==> src/rtl/seqgen_10010_tx.sv <==
// seqgen_10010_tx: serial pattern transmitter.
// On start, sends PATTERN (PLEN bits, MSB first) rep+1 times on aout/avalid,
// holds busy for the whole transmission and pulses done once at the end.
// Optional macro SEQGEN_GAP_EN inserts GAP idle cycles (busy still high)
// between consecutive copies; without it copies are sent back to back.
//
// state   | meaning
// --------+-------------------------------------------------------------
// ST_IDLE | waiting for start; done may be high for one cycle here
// ST_SEND | shifting pattern bits out, one per clk
// ST_GAP  | idle cycles between copies (only with SEQGEN_GAP_EN)
module seqgen_10010_tx #(
    parameter int              PLEN    = 5,
    parameter logic [PLEN-1:0] PATTERN = 5'b10010,
    parameter int              GAP     = 2
) (
    input  logic       clk,
    input  logic       nrst,
    input  logic       start,
    input  logic [3:0] rep,
    input  logic       abort,
    output logic       aout,
    output logic       avalid,
    output logic       busy,
    output logic       done
);

    localparam int            IW      = $clog2(PLEN);
    localparam logic [IW-1:0] IDX_MSB = IW'(PLEN - 1);

    // Out-of-range parameters would silently truncate the counters.
    if (PLEN < 2 || PLEN > 16) begin : g_bad_plen
        $error("seqgen_10010_tx: PLEN must be in 2..16");
    end
    if (GAP < 1 || GAP > 15) begin : g_bad_gap
        $error("seqgen_10010_tx: GAP must be in 1..15");
    end

    typedef enum logic [1:0] {
        ST_IDLE = 2'd0,
        ST_SEND = 2'd1,
        ST_GAP  = 2'd2
    } state_t;

    state_t        state_q, state_d;
    logic [IW-1:0] idx_q, idx_d;
    logic [3:0]    cnt_q, cnt_d;
    logic          aout_d, avalid_d, busy_d, done_d;
`ifdef SEQGEN_GAP_EN
    logic [3:0]    gap_q, gap_d;
`endif

    // State, datapath and registered outputs; reset aborts everything.
    always_ff @(posedge clk or negedge nrst) begin
        if (!nrst) begin
            state_q <= ST_IDLE;
            idx_q   <= '0;
            cnt_q   <= '0;
            aout    <= 1'b0;
            avalid  <= 1'b0;
            busy    <= 1'b0;
            done    <= 1'b0;
`ifdef SEQGEN_GAP_EN
            gap_q   <= '0;
`endif
        end else begin
            state_q <= state_d;
            idx_q   <= idx_d;
            cnt_q   <= cnt_d;
            aout    <= aout_d;
            avalid  <= avalid_d;
            busy    <= busy_d;
            done    <= done_d;
`ifdef SEQGEN_GAP_EN
            gap_q   <= gap_d;
`endif
        end
    end

    // Next-state decision; abort always returns to idle.
    always_comb begin
        state_d = state_q;
        unique case (state_q)
            ST_IDLE: begin
                if (start && !abort) state_d = ST_SEND;
            end
            ST_SEND: begin
                if (abort) begin
                    state_d = ST_IDLE;
                end else if (idx_q == '0) begin
                    if (cnt_q == '0) state_d = ST_IDLE;
`ifdef SEQGEN_GAP_EN
                    else             state_d = ST_GAP;
`endif
                end
            end
            ST_GAP: begin
`ifdef SEQGEN_GAP_EN
                if (abort)               state_d = ST_IDLE;
                else if (gap_q == '0)    state_d = ST_SEND;
`else
                state_d = ST_IDLE;
`endif
            end
            default: state_d = ST_IDLE;
        endcase
    end

    // Next output values and counters; aout is only ever set alongside avalid.
    always_comb begin
        idx_d    = idx_q;
        cnt_d    = cnt_q;
        aout_d   = 1'b0;
        avalid_d = 1'b0;
        busy_d   = 1'b0;
        done_d   = 1'b0;
`ifdef SEQGEN_GAP_EN
        gap_d    = gap_q;
`endif
        unique case (state_q)
            ST_IDLE: begin
                if (start && !abort) begin
                    idx_d    = IDX_MSB;
                    cnt_d    = rep;
                    aout_d   = PATTERN[IDX_MSB];
                    avalid_d = 1'b1;
                    busy_d   = 1'b1;
                end
            end
            ST_SEND: begin
                if (!abort) begin
                    if (idx_q != '0) begin
                        idx_d    = idx_q - 1'b1;
                        aout_d   = PATTERN[idx_q - 1'b1];
                        avalid_d = 1'b1;
                        busy_d   = 1'b1;
                    end else if (cnt_q != '0) begin
                        cnt_d  = cnt_q - 1'b1;
                        busy_d = 1'b1;
`ifdef SEQGEN_GAP_EN
                        gap_d    = 4'(GAP - 1);
`else
                        idx_d    = IDX_MSB;
                        aout_d   = PATTERN[IDX_MSB];
                        avalid_d = 1'b1;
`endif
                    end else begin
                        done_d = 1'b1;
                    end
                end
            end
            ST_GAP: begin
`ifdef SEQGEN_GAP_EN
                if (!abort) begin
                    busy_d = 1'b1;
                    if (gap_q != '0) begin
                        gap_d = gap_q - 1'b1;
                    end else begin
                        idx_d    = IDX_MSB;
                        aout_d   = PATTERN[IDX_MSB];
                        avalid_d = 1'b1;
                    end
                end
`endif
            end
            default: ;
        endcase
    end

endmodule

==> config.mk <==
export PLATFORM = sky130hd
export DESIGN_NAME = seqgen_10010_tx
export DESIGN_NICKNAME = d
export VERILOG_FILES = /design/src/rtl/seqgen_10010_tx.sv
export SDC_FILE = /design/constraint.sdc
export NUM_CORES = 1
export LEC_CHECK = 0
export ABC_AREA = 1
export CORE_AREA = 3 3 40 42
export CTS_CLUSTER_DIAMETER = 50
export DETAILED_ROUTE_END_ITERATION = 12
export DIE_AREA = 0 0 43 45
export HOLD_SLACK_MARGIN = 0.03
export PLACE_DENSITY = 0.77
export SYNTH_ARGS = -nofsm -noshare
export SYNTH_HDL_FRONTEND = slang
export SYNTH_SLANG_ARGS = --single-unit
==> constraint.sdc <==
create_clock -name clk -period 2.31 [get_ports clk]
set_clock_uncertainty 0.15 [all_clocks]
set_input_delay 0.231 -clock clk [delete_from_list [all_inputs] [get_ports clk]]
set_output_delay 0.231 -clock clk [all_outputs]
set_load 0.02 [all_outputs]
==> results.toml <==
[sta]
worst_pin_slew_ns = 0.487
rsz0062_at_grt = "false"
setup_viol_count_final = 0
period_share = 0.689
finalHoldViolations = 0
tns_ns = 0
drv_slew = 0
fin_crit_ns = 1.59
fmax_mhz = 629
relSlewSlack = 0.674

[die]
io-pin-count = 12
start_util = 0.514
fp-row-count = 13
die_x_um = 43
dieArea_sq_um = 1940
fp.dieH_um = 45
core_area_sq_um = 1280

[global_routing]
grt_max_degree = 12
antenna_found_initial = 0
grt_usage = 0.138
grt.overflow.total = 0
grt_pass1_vias = 534
grt_pass1_wl_um = 2040

[run]
drv_cap = 0

[setup_path]
crit_cells = 1
worst_path_dominant_cell_family = "buffers and inverters"
r2r-start = "idx_q[0]"
cp-startpoint = "busy"
crit_path_end_kind = "output port"
critPathSlowestCell = "clkdlybuf4s50_1"
r2r_end = "cnt_q[2]"
max_stage_delay_ns = 0.60
crit_path_max_fanout = 2
crit_required_ns = 1.93
path_class = "reg2out"
r2r_cells = 9
cp-start-kind = "register"
arrival_ns = 1.21
crit_path_end = "avalid"
path_cells = "clkdlybuf4s50_1"
r2r_slack_ns = 0.72
critPathBufInv = 1

[placed_design]
io_buffers = 11
placed_area_sq_um = 771
gp_congestion = 0.778
hpwl_um = 931

[routing]
via_per_inst = 4.75
drc_errors = 0
totalWireLength_um = 1190
num_vias = 542
drt_first_pass_iters = 4
wl_per_cell_um = 10.4
antenna_left = 0
drtIter0Drc = 9

[layout]
drive_gt1_frac = 0.141
fin_util = 0.620
antenna_cells = 0
area_delta_synth_final_pct = 20.6
final_area_sq_um = 797
fin_nets = 111

[synthesis]
yosys.area.top_type = "dfrtp_1"
syn_inst = 86
synthTopCellsByCount = "nand2_1, inv_1, dfrtp_1"
synth_nets = 97
async_flop_share = 1.00
yosysUniqueCellTypes = 20
yosysWarnings = 0
seq_area_frac_synth = 0.417
synth_top_area_share = 0.417
ys_top_cells_by_area = "dfrtp_1, nand2_1, inv_1"
synth_edf_count = 0
ys.flop_type = "dfrtp_1"
syn_area_sq_um = 661
synth.most_common_cell = "nand2_1"
synth-seq-cells = 11
synth_area_per_cell_sq_um = 7.68

[clock_network]
cts_setup_buffers = 0
path_clk_slew_ns = 0.07
insertion_delay_ns = 0.26
cts.sinks = 11
h-tree-depth = 1
ctsHoldBuffers = 0
cts_resized = 0
clk_path_buf_depth = 2
root_buffer = "clkbuf_4"
cts_made_buffers = 3
tritoncts = "built"

[pwr]
leakagePower_nw = 0.420
vdd_drop_max_mv = 0.530
powerDensity_nw_per_um2 = 1080

[run_status]
outcome = "complete, no violations"

[hold_path]
hp-class = "in2async"
==> stage by stage <==
step                std cells  total power [mW]  hold WS, ns  worst slack, ns
finish                    114             0.862        0.148            0.719
global route              114             0.949        0.190            0.587
CTS                       114             0.870        0.155            0.705
detailed placement        110             0.739        0.360            0.702
global placement          110             0.722        0.352            0.751
floorplan                  86             0.630       -0.215            0.904
==> area by class of cell <==
| cell class | instances | area (sq um) |
|---|---|---|
| Timing Repair Buffer | 11 | 110 |
| Inverter | 16 | 60.1 |
| Fill cell | 117 | 488 |
| Tap cell | 15 | 18.8 |
| Sequential cell | 11 | 275 |
| Multi-Input combinational cell | 57 | 307 |
| Clock buffer | 4 | 26.3 |
==> kinds of logic (layout without fill, tap and decap cells) <==
kind of cell / after synthesis / after routing / share of synthesized area
xor gates and xnor gates: 1 / 1 / 0.0133
buffers and inverters: 18 / 31 / 0.119
adders and majority gates: 3 / 3 / 0.0568
AOI/OAI and AO/OA: 7 / 7 / 0.0530
and+or+nand+nor: 46 / 46 / 0.341
DFF: 11 / 11 / 0.417
==> state kept, by name, indices dropped and copies added, names as in the netlist <==
| name | count |
|---|---|
| state_q | 1 |
| idx_q | 3 |
| aout | 1 |
| done | 1 |
| cnt_q | 4 |
| busy | 1 |
==> report_power, final <==
| group | switching, mW | internal (mW) | total [mW] |
|---|---|---|---|
| combinational | 0.229 | 0.168 | 0.396 |
| sequential | 0.0759 | 0.264 | 0.340 |
| clock | 0.0599 | 0.0666 | 0.126 |
| total | 0.364 | 0.498 | 0.862 |
==> worst register-to-register path, delay by kind of cell (launching register included) <==
family                     cells  cell delay [ns]
and+or+nand+nor                6             0.56
DFF                            1             0.41
buffers and inverters          2             0.17
adders and majority gates      1             0.18
==> worst min path at each step <==
stage          cells after the start  startpoint  slack (ns)        to
3_5_place_dp                       2    idx_q[1]        0.36  idx_q[1]
6_report                           1        nrst        0.15      busy
4_1_cts                            1        nrst        0.15      busy
5_1_grt                            1        nrst        0.19  cnt_q[3]
2_1_floorplan                      0        nrst       -0.21      aout
3_3_place_gp                       2    idx_q[1]        0.35  idx_q[1]
==> layout by cell type (no fill, tap or decap) <==
master	instances
clkbuf_1	1
clkbuf_4	3
clkdlybuf4s50_1	11
dfrtp_1	11
ha_1	3
inv_1	13
inv_2	3
nand2_1	25
nand2_2	2
nand2_4	2
nand3_1	5
nand3_2	1
nand4_1	1
nor2_1	6
nor2_4	1
nor3_1	1
nor3_2	1
o21ai_0	4
o21ai_1	3
or2_2	1
xnor2_1	1
==> per-layer routing <==
layer	global-route usage	routed length [um]
met3	0.0120	29
met5	0	0
met4	0.0542	0
met2	0.260	590
met1	0.161	571
Power figures use the tool's default switching activity.
